--- config.mk ---
export PLATFORM = sky130hd
export DESIGN_NAME = x_top_uart_rx
export DESIGN_NICKNAME = d
export VERILOG_FILES = /design/src/rtl/x_top_uart_rx.sv
export SDC_FILE = /design/constraint.sdc
export NUM_CORES = 1
export LEC_CHECK = 0
export ABC_AREA = 0
export CELL_PAD_IN_SITES_DETAIL_PLACEMENT = 1
export CELL_PAD_IN_SITES_GLOBAL_PLACEMENT = 1
export CORE_MARGIN = 3
export CORE_UTILIZATION = 40
export CTS_BUF_LIST = sky130_fd_sc_hd__clkbuf_8
export DETAILED_ROUTE_END_ITERATION = 7
export PLACE_DENSITY = 0.85
export SLEW_MARGIN = 5
export SYNTH_ARGS = -nofsm -noshare
export SYNTH_HDL_FRONTEND = slang
export SYNTH_SLANG_ARGS = --single-unit
--- constraint.sdc ---
create_clock -name i_clk -period 1.91 [get_ports i_clk]
set_input_delay 0.573 -clock i_clk [delete_from_list [all_inputs] [get_ports i_clk]]
set_output_delay 0.573 -clock i_clk [all_outputs]
set_load 0.1 [all_outputs]
--- src/rtl/x_top_uart_rx.sv ---
// UART receiver: 8 data bits LSB first, even parity, one stop bit, with a
// one-entry valid/accept holding register in front of the consumer.
module x_top_uart_rx #(
    parameter int p_clk_hz = 1000000,
    parameter int p_baud   = 9600
) (
    input  logic       i_clk,
    input  logic       i_rst,
    input  logic       i_rx,
    output logic [7:0] o_data,
    output logic       o_valid,
    input  logic       i_accept,
    output logic       o_parity_err,
    output logic       o_frame_err,
    output logic       o_overrun
);
    localparam int BIT  = p_clk_hz / p_baud;
    localparam int HALF = BIT / 2;
    localparam int TW   = (BIT > 2) ? $clog2(BIT) : 1;

    generate
        if (BIT < 4) begin : g_bit_check
            $error("x_top_uart_rx: p_clk_hz/p_baud must be at least 4");
        end
    endgenerate

    typedef enum logic [2:0] {
        S_IDLE, S_START, S_DATA, S_PARITY, S_STOP, S_WAIT_HIGH
    } state_t;

    state_t        state_q, state_d;
    logic [1:0]    sync_q;
    logic [TW-1:0] timer_q, timer_d;
    logic [2:0]    bitcnt_q, bitcnt_d;
    logic [7:0]    shift_q, shift_d;
    logic          par_q, par_d;
    logic [7:0]    data_q, data_d;
    logic          valid_q, valid_d;
    logic          perr_q, perr_d;
    logic          ferr_q, ferr_d;
    logic          ovr_q, ovr_d;
    logic          rx_s;

    assign rx_s = sync_q[1];

    always_ff @(posedge i_clk) begin
        if (i_rst) begin
            sync_q   <= 2'b11;
            state_q  <= S_IDLE;
            timer_q  <= '0;
            bitcnt_q <= '0;
            shift_q  <= '0;
            par_q    <= 1'b0;
            data_q   <= '0;
            valid_q  <= 1'b0;
            perr_q   <= 1'b0;
            ferr_q   <= 1'b0;
            ovr_q    <= 1'b0;
        end else begin
            sync_q   <= {sync_q[0], i_rx};
            state_q  <= state_d;
            timer_q  <= timer_d;
            bitcnt_q <= bitcnt_d;
            shift_q  <= shift_d;
            par_q    <= par_d;
            data_q   <= data_d;
            valid_q  <= valid_d;
            perr_q   <= perr_d;
            ferr_q   <= ferr_d;
            ovr_q    <= ovr_d;
        end
    end

    always_comb begin
        state_d  = state_q;
        timer_d  = timer_q + TW'(1);
        bitcnt_d = bitcnt_q;
        shift_d  = shift_q;
        par_d    = par_q;
        data_d   = data_q;
        valid_d  = valid_q;
        perr_d   = perr_q;
        ferr_d   = 1'b0;
        ovr_d    = 1'b0;

        if (valid_q && i_accept) begin
            valid_d = 1'b0;
        end

        case (state_q)
            S_IDLE: begin
                timer_d = '0;
                if (!rx_s) state_d = S_START;
            end
            S_START: begin
                if (timer_q == TW'(HALF - 1)) begin
                    timer_d  = '0;
                    bitcnt_d = '0;
                    state_d  = rx_s ? S_IDLE : S_DATA;
                end
            end
            S_DATA: begin
                if (timer_q == TW'(BIT - 1)) begin
                    timer_d  = '0;
                    shift_d  = {rx_s, shift_q[7:1]};
                    bitcnt_d = bitcnt_q + 3'd1;
                    if (bitcnt_q == 3'd7) state_d = S_PARITY;
                end
            end
            S_PARITY: begin
                if (timer_q == TW'(BIT - 1)) begin
                    timer_d = '0;
                    par_d   = rx_s;
                    state_d = S_STOP;
                end
            end
            S_STOP: begin
                if (timer_q == TW'(BIT - 1)) begin
                    timer_d = '0;
                    if (rx_s) begin
                        state_d = S_IDLE;
                        // A same-cycle accept frees the slot for the new byte.
                        if (!valid_q || i_accept) begin
                            data_d  = shift_q;
                            perr_d  = (^shift_q) ^ par_q;
                            valid_d = 1'b1;
                        end else begin
                            ovr_d = 1'b1;
                        end
                    end else begin
                        ferr_d  = 1'b1;
                        state_d = S_WAIT_HIGH;
                    end
                end
            end
            S_WAIT_HIGH: begin
                timer_d = '0;
                if (rx_s) state_d = S_IDLE;
            end
            default: begin
                timer_d = '0;
                state_d = S_IDLE;
            end
        endcase
    end

    assign o_data       = data_q;
    assign o_valid      = valid_q;
    assign o_parity_err = perr_q;
    assign o_frame_err  = ferr_q;
    assign o_overrun    = ovr_q;
endmodule
==> impl_metrics.yaml <==
outcome:
  run_status: "finished, final reports clean"
synthesis:
  ys.flop_type: "dfxtp_1"
  async_flop_share_pct: 0
  synth_area_um2: 1598
  synth_edf_count: 0
  ys_ff_latch: 36
  synthCells: 171
  syn_nets: 178
  ys_seq_area_share_pct: 45.11
  synth_largest_type_area_fraction_pct: 45.11
  avgSynthCellArea_um2: 9.344
  yosysTopAreaCell: "dfxtp_1"
  yosysWarnings: 0
  synthTopCellsByArea: "dfxtp_1 (45%), mux2i_1 (6.3%), nand3_1 (5.3%)"
  synthDistinctLibCells: 37
clock_tree:
  cts_tree: "built"
  clk_pin_slew_ns: 0.07
  clockRootBuffer: "clkbuf_8"
  cts_buffers: 5
  clock-sinks: 36
  cts-hold-fix-buffers: 0
  clk_path_buf_depth: 2
  insertion_delay_ns: 0.29
  cts_htree_levels: 2
die:
  die_h_um: 69.20
  core_um2: 3744
  die_w_um: 69.20
  dieArea_um2: 4789
  start_util_pct: 42.68
  num_rows: 22
  ios: 16
detailed_routing:
  via_count: 1270
  avgViaCountPerCell: 5.336
  postRouteAntennaNets: 0
  drtIter0Drc: 101
  totalWireLength_um: 3926
  detail_route.wl_per_cell_um: 16.50
  firstDrtPassIters: 2
  drc: 0
place:
  dp_hpwl_um: 2728
  place.gp.congestion: 0.8495
  placed_cell_area_um2: 1948
  placed_cells: 231
  portBuffers: 15
finish:
  syn2layout_area_growth_pct: 29.05
  layout.nets: 197
  final_area_um2: 2062
  drive_above_1_share_pct: 19.47
  n_antenna_cell: 0
  finalNonFillerCells: 238
power_and_ir_drop:
  p_per_area_nw_per_um2: 668.9
  finalPower_mw: 1.379
  leakage_nw: 0.8360
  ir_drop_uv: 415.2
timing:
  finalHoldViolCount: 0
  fmax_ghz: 0.5650
  rsz0062_at_grt: "no"
  slew_viol_final: 0
  fin_skew_ns: 0.006029
  slew_headroom_pct: 67.53
  finalSetupViolations: 0
  tightest_slew_ns: 0.4864
  final.min_clock_period_ns: 1.770
  min_period_over_period_pct: 92.67
job:
  max_cap_violations: 0
critical_path:
  cp.required_ns: 2.14
  cp_max_fo: 6
  worstSetupStartpointType: "flop"
  r2r_start: "timer_q[4]$_SDFF_PP0_"
  crit_path_end: "timer_q[3]$_SDFF_PP0_"
  end_kind: "flop"
  crit_chain: "and4bb_1 -> and3_4 -> or4b_4 -> a31oi_4 -> and2_1"
  cp_slowest_cell: "or4b_4"
  regToRegSetupSlack_ns: 0.14
  max_stage_delay_ns: 0.49
  crit_start: "timer_q[4]$_SDFF_PP0_"
  r2r-end: "timer_q[3]$_SDFF_PP0_"
  reg2regPathDepth: 5
  criticalPathCategory: "flop to flop"
  arrival_ns: 2.00
global_route:
  grt_pass1_wl_um: 6969
  overflow: 0
  grt_pass1_vias: 1388
  grt_antenna_before_repair: 0
  grt_usage_pct: 17.99
  grt_max_degree: 32
hold_path:
  hp-class: "flop to flop"
worst min path at each step:
stage	start	endpoint	slack (ns)	cells past startpoint
2_1_floorplan	sync_q[0]$_SDFF_PP1_	sync_q[1]$_SDFF_PP1_	0.39	1
3_3_place_gp	sync_q[0]$_SDFF_PP1_	sync_q[1]$_SDFF_PP1_	0.40	1
3_5_place_dp	sync_q[0]$_SDFF_PP1_	sync_q[1]$_SDFF_PP1_	0.42	1
4_1_cts	sync_q[0]$_SDFF_PP1_	sync_q[1]$_SDFF_PP1_	0.44	1
5_1_grt	sync_q[0]$_SDFF_PP1_	sync_q[1]$_SDFF_PP1_	0.47	1
6_report	sync_q[0]$_SDFF_PP1_	sync_q[1]$_SDFF_PP1_	0.44	1
layout make-up:
| class | count | area (µm²) |
|---|---|---|
| Fill cell | 418 | 1682 |
| Timing Repair Buffer | 22 | 335.3 |
| Tap cell | 48 | 60.06 |
| Clock buffer | 7 | 96.34 |
| Multi-Input combinational cell | 125 | 848.3 |
| Sequential cell | 36 | 721.9 |
placed cells by master (no fill, tap or decap), drive strengths merged, types with 2 or more instances in the layout:
master         Yosys  routed
a21oi             15      15
a31oi              2       2
and2               5       5
buf                1      19
clkbuf             9       7
clkdlybuf4s50      0       3
dfxtp             36      36
ha                 3       3
mux2i             10      10
nand2             14      14
nand2b             4       4
nand3             17      17
nand4              3       3
nor2              14      14
nor2b              3       3
nor3               4       4
o21ai              2       2
or2                2       2
xnor2              8       8
xor2               3       3
cell usage after synthesis, drive strengths merged, types with 3 or more instances:
| cell type | number |
|---|---|
| xor2 | 3 |
| a21oi | 15 |
| nor3 | 4 |
| mux2i | 10 |
| ha | 3 |
| nand2 | 14 |
| nor2b | 3 |
| dfxtp | 36 |
| nand3 | 17 |
| nor2 | 14 |
| nand2b | 4 |
| nand4 | 3 |
| xnor2 | 8 |
| clkbuf | 9 |
| and2 | 5 |
state kept, by name (all words and copies together) (netlist names):
| register | count |
|---|---|
| o_overrun | 1 |
| state_q | 3 |
| o_parity_err | 1 |
| o_data | 8 |
| timer_q | 7 |
| shift_q | 8 |
| o_frame_err | 1 |
| par_q | 1 |
| o_valid | 1 |
| bitcnt_q | 3 |
| sync_q | 2 |
metrics by stage:
stage	setup TNS [ns]	hold slack, ns	worst slack [ns]	util (%)
floorplan	0	0.3895	0.08877	-
global placement	-0.2207	0.4021	-0.03951	52.04
detailed placement	-0.6385	0.4237	-0.1146	52.04
CTS	0	0.4423	0.07395	54.85
global route	0	0.4682	0.008867	55.08
finish	0	0.4353	0.1399	55.08
worst max-delay path, delay by kind of cell, from the launching register on:
kind	cells	cell delay [ns]
AO/OA/AOI/OAI	1	0.24
flip-flops	1	0.40
AND/OR/NAND/NOR	4	1.08
per-layer routing:
metal	wire (µm)	up-vias	global-route usage, %
li1	-	627	-
met1	1670	619	21.93
met5	0	-	0
met2	2063	17	29.98
met4	67	0	6.508
met3	125	7	5.217
power by group:
group / switching [mW] / total, mW / internal (mW)
Clock: 0.263 / 0.584 / 0.321
Sequential: 0.00851 / 0.763 / 0.754
Combinational: 0.0162 / 0.0326 / 0.0164
timing repair:
item                                    in CTS  in global routing
gates resized for setup                      1                  3
buffers inserted                             0                  0
endpoints found under the setup margin       7                  8
kinds of logic after synthesis:
| family | after synthesis | synth area share [%] |
|---|---|---|
| buffers and inverters | 10 | 2.819 |
| muxes | 11 | 6.970 |
| DFF | 36 | 45.11 |
| adders and majority gates | 3 | 2.350 |
| AOI/OAI and AO/OA | 23 | 9.163 |
| and+or+nand+nor | 76 | 26.16 |
| xor gates and xnor gates | 12 | 7.440 |
No activity file was read; power rests on OpenSTA's default activity.
